--- src/rtl/online_seq_r4.sv ---
// Sequencer for online_sub_r4: latches operands, streams digits MSD-first, collects N+1 result digits.
// Latency: done N+DELAY+2 cycles after the start edge; no backpressure, start ignored unless IDLE.
module online_seq_r4 #(
    parameter int N     = 6,
    parameter int C     = 3,
    parameter int DELAY = 2
) (
    input  logic                 clk,
    input  logic                 reset,
    input  logic                 start,
    input  logic [N*C-1:0]       x_in,
    input  logic [N*C-1:0]       y_in,
    input  logic [(N+1)*C-1:0]   expected,
    input  logic [C-1:0]         zi,
    output logic                 sub_reset,
    output logic                 sub_en,
    output logic [C-1:0]         xi,
    output logic [C-1:0]         yi,
    output logic                 busy,
    output logic                 done,
    output logic [(N+1)*C-1:0]   result,
    output logic                 match
);

    localparam int KW = $clog2(N + DELAY + 1);
    localparam int OW = N * C;
    localparam int RW = (N + 1) * C;
    localparam logic [KW-1:0] K_LAST = KW'(N + DELAY - 1);
    localparam logic [KW-1:0] K_KEEP = KW'(DELAY);

    typedef enum logic [1:0] {IDLE, CLR, RUN, DONE} state_t;

    state_t          state, state_n;
    logic [KW-1:0]   k;
    logic [KW-1:0]   k_plus;
    logic [OW-1:0]   x_sr, y_sr;
    logic [RW-1:0]   acc, acc_n;
    logic            sub_reset_d, sub_en_d, busy_d, done_d;

    assign k_plus = k + 1'b1;
    assign acc_n  = {acc[RW-C-1:0], zi};

    always_ff @(posedge clk or posedge reset) begin
        if (reset) state <= IDLE;
        else       state <= state_n;
    end

    always_comb begin
        state_n = state;
        case (state)
            IDLE:    if (start) state_n = CLR;
            CLR:     state_n = RUN;
            RUN:     if (k == K_LAST) state_n = DONE;
            default: state_n = IDLE;
        endcase
    end

    // Control outputs are decoded from the next state so they are registered yet cycle-aligned.
    always_comb begin
        sub_reset_d = (state_n == CLR);
        sub_en_d    = (state_n == RUN);
        busy_d      = (state_n == CLR) || (state_n == RUN);
        done_d      = (state_n == DONE);
    end

    always_ff @(posedge clk or posedge reset) begin
        if (reset) begin
            sub_reset <= 1'b0;
            sub_en    <= 1'b0;
            busy      <= 1'b0;
            done      <= 1'b0;
            xi        <= '0;
            yi        <= '0;
            x_sr      <= '0;
            y_sr      <= '0;
            acc       <= '0;
            result    <= '0;
            match     <= 1'b0;
            k         <= '0;
        end else begin
            sub_reset <= sub_reset_d;
            sub_en    <= sub_en_d;
            busy      <= busy_d;
            done      <= done_d;
            case (state)
                IDLE: begin
                    if (start) begin
                        x_sr   <= x_in;
                        y_sr   <= y_in;
                        acc    <= '0;
                        result <= '0;
                    end
                end
                CLR: begin
                    xi   <= x_sr[OW-1 -: C];
                    yi   <= y_sr[OW-1 -: C];
                    x_sr <= x_sr << C;
                    y_sr <= y_sr << C;
                    k    <= '0;
                end
                RUN: begin
                    k <= k_plus;
                    // The first DELAY-1 samples are the unit's warm-up and are dropped.
                    if (k_plus >= K_KEEP) acc <= acc_n;
                    if (k == K_LAST) begin
                        xi     <= '0;
                        yi     <= '0;
                        result <= acc_n;
                        match  <= (acc_n == expected);
                    end else begin
                        xi   <= x_sr[OW-1 -: C];
                        yi   <= y_sr[OW-1 -: C];
                        x_sr <= x_sr << C;
                        y_sr <= y_sr << C;
                    end
                end
                default: ;
            endcase
        end
    end

endmodule

--- config.mk ---
export PLATFORM = sky130hd
export DESIGN_NAME = online_seq_r4
export DESIGN_NICKNAME = d
export VERILOG_FILES = /design/src/rtl/online_seq_r4.sv
export SDC_FILE = /design/constraint.sdc
export NUM_CORES = 1
export LEC_CHECK = 0
export CAP_MARGIN = 20
export CORE_MARGIN = 2
export CORE_UTILIZATION = 30
export CTS_BUF_LIST = sky130_fd_sc_hd__clkbuf_8
export DETAILED_ROUTE_END_ITERATION = 10
export HOLD_SLACK_MARGIN = 0.12
export SYNTH_ARGS = -nofsm -noshare
export SYNTH_HDL_FRONTEND = slang
export SYNTH_SLANG_ARGS = --single-unit
--- constraint.sdc ---
create_clock -name clk -period 4.7 [get_ports clk]
set_input_delay 0.47 -clock clk [delete_from_list [all_inputs] [get_ports clk]]
set_output_delay 0.47 -clock clk [all_outputs]
set_load 0.1 [all_outputs]
==> run summary <==
DP Wirelength: 6.779 mm
Initial antenna violation count: 0
Full die area: 15100 µm²
Clk Latency, worst-skew pair: 0.35 ns
Buf/Inv on CP: 2
Die width: 122.9 µm
Slew HR: 0.3113
Worst Tran Pin Value: 1.030 ns
Initial drt markers: 158
Crit path max-delay family: simple AND/OR/NAND/NOR gates
FF-to-FF Start: state[0]$_DFF_PP0_
Initial Util: 0.3067
Slew Viols, Final: 0
Clock transition at path regs: 0.08 ns
Cells along the critical path: inv_1 -> ha_1 -> and4b_1 -> nor3_4 -> buf_4 -> nand3_1 -> o21ai_1
Vias/cell: 4.446
CP startpoint: state[0]$_DFF_PP0_
Cts repair resizes: 0
Die H: 122.9 µm
DRC viols: 0
Fin crit period: 2.737 ns
Pre-Repair DR Iteration Count: 4
Fraction of layout instances using a drive strength above 1: 0.06707
Most common cell after layout, fill and taps aside: clkdlybuf4s50_1
Overflow after GRT: 0
Placer Congestion: 0.7833
Area growth, synth to finish: 29.48%
CTS Buffer Depth: 2
Post-CTS Hold Fix Bufs: 0
Cell count after synthesis: 401
GRT Overall Usage: 0.1324
I/O pin count: 95
Vias in the first global route: 3023
CTS tree: done
H-tree levels: 3
First-pass GRT wire length: 15.50 mm
Clock Skews: 0.009459 ns
Mean routed wirelength per cell: 14.37 µm
# Post-CTS Setup Buffers: 0
TNS Setup: 0 ns
Routed Wire Length: 9.659 mm
ANT cells: 0
Final Util: 0.3971
Static Leakage: 0.002364 µW
Largest stage delay, worst path: 0.73 ns
Nets: 559
Site row count: 43
Start point of the worst min-delay path: result[1]$_DFFE_PP0P_
Max cap viols: 0
Final period util: 0.5824
Power Density: 703.7 nW/µm²
Slowest CP cell: ha_1
Most frequent cells in the layout: clkdlybuf4s50_1 (94), dfrtp_1 (92), mux2i_1 (50)
TritonCTS buffer count: 9
Worst hold path type: flip-flop to flip-flop
Port bufs: 94
Status: complete, no violations
Clock sink total: 92
Register area share after synthesis: 0.5429
Cell variety after synth: 32
Arrival @ worst endpoint: 2.96 ns
Final antenna-violating net count: 0
Cell Area, Synth: 4240 µm²
Largest net degree at the start of global routing: 73
Via count: 2988
Crit-path max FO: 72
RSZ-0062 raised after global routing: false
Crit Path Category: flip-flop to flip-flop
Critical path required time: 4.92 ns
Max VDD drop: 0.3834 mV
YS warnings: 0
Clock root cell: clkbuf_8
Synth Register Bits: 92
Crit path launch type: flip-flop
Avg Cell Area, Syn: 10.57 µm²
Syn nets: 472
Endpoints failing hold: 0
Crit end category: flip-flop
Finish-stage setup viols: 0
Core ar.: 13830 µm²
Fmax achieved: 0.3653 GHz
## worst register-to-register path: cells and delay by family, from the launching register on
kind | cells | cell delay (ns)
AND/OR/NAND/NOR | 3 | 0.96
AO/OA/AOI/OAI | 1 | 0.08
flip-flops | 1 | 0.40
adder cells (fa/ha/maj) | 1 | 0.73
buffers and inverters | 2 | 0.44
## registers in the layout, indices dropped and copies added, names as in the netlist, 2 cells and up
name and cells:
state 2, x_sr 18, result 21, acc 18
y_sr 18, xi 3, yi 3, k 4
## power breakdown
part / total, µW / internal [µW] / switching [µW]
combinational: 2110 / 693 / 1420
sequential: 1280 / 1090 / 184
clock: 474 / 213 / 261
total: 3860 / 2000 / 1860
## area by class of cell
type                            count  area [µm²]
Clock buffer                       11       151.4
Clock inverter                      4       17.52
Fill cell                        1374        8337
Inverter                           33       126.4
Multi-Input combinational cell    253        1689
Sequential cell                    92        2302
Tap cell                          180       225.2
Timing Repair Buffer               99       978.4
## layer usage
metal / track usage / wire, µm / vias to the layer above
met5: 0 / 0 / -
met4: 0.03448 / 99 / 0
met3: 0.04428 / 876 / 11
met2: 0.2017 / 4194 / 102
met1: 0.1812 / 4490 / 1370
li1: - / - / 1505
## synth_stat cells, drive strengths merged
cell | number | area, µm²
o22ai | 1 | 6.260
o2bb2ai | 7 | 61.31
ha | 8 | 100.1
dfrtp | 92 | 2302
o21ai | 27 | 135.1
buf | 14 | 103.8
a21oi | 31 | 192.7
nand3 | 9 | 45.04
nor3 | 1 | 16.27
nand2b | 1 | 6.260
nor2 | 31 | 116.4
clkbuf | 9 | 33.78
xor2 | 5 | 43.79
mux2i | 50 | 500.5
and4b | 1 | 10.01
a31oi | 1 | 6.260
nor4 | 1 | 6.260
nand2 | 47 | 176.4
nor3b | 1 | 7.510
o21bai | 2 | 15.01
o31ai | 3 | 22.52
or4 | 1 | 7.510
inv | 33 | 123.9
nor2b | 2 | 12.51
or3 | 1 | 6.260
xnor2 | 18 | 157.7
nand4 | 4 | 25.02
## worst paths after layout
path | to | slack [ns] | cells past startpoint
max in group asynchronous | result[19]$_DFFE_PP0P_ | 3.14 | 3
min | result[1]$_DFFE_PP0P_ | 0.48 | 2
min in group asynchronous | y_sr[3]$_DFFE_PP0P_ | 0.52 | 2
min reg2reg | result[1]$_DFFE_PP0P_ | 0.48 | 2
max | y_sr[0]$_DFFE_PP0P_ | 1.96 | 7
max reg2reg | y_sr[0]$_DFFE_PP0P_ | 1.96 | 7
## logic make-up (layout without fill, tap and decap cells)
family,Yosys count,after routing,share of synthesized area
xor+xnor,23,23,0.04751
mux,50,50,0.1180
compound gates,72,72,0.1036
buf+inv,56,147,0.06167
fa+ha+maj,8,8,0.02361
flops,92,92,0.5429
simple gates,100,100,0.1027
## through the flow
stage | cells | worst slack [ns] | power [µW] | area, µm² | hold WS (ns)
4_1_cts | 672 | 1.908 | 3912 | 5490 | 0.4887
5_1_grt | 672 | 1.706 | 4122 | 5490 | 0.5042
3_5_place_dp | 657 | 1.915 | 3425 | 5321 | 0.4699
6_report | 672 | 1.963 | 3864 | 5490 | 0.4809
3_3_place_gp | 657 | 2.021 | 3381 | 5321 | 0.4621
2_1_floorplan | 401 | 1.838 | 2963 | 4240 | 0.4886
No activity file was read; power rests on OpenSTA's default activity.
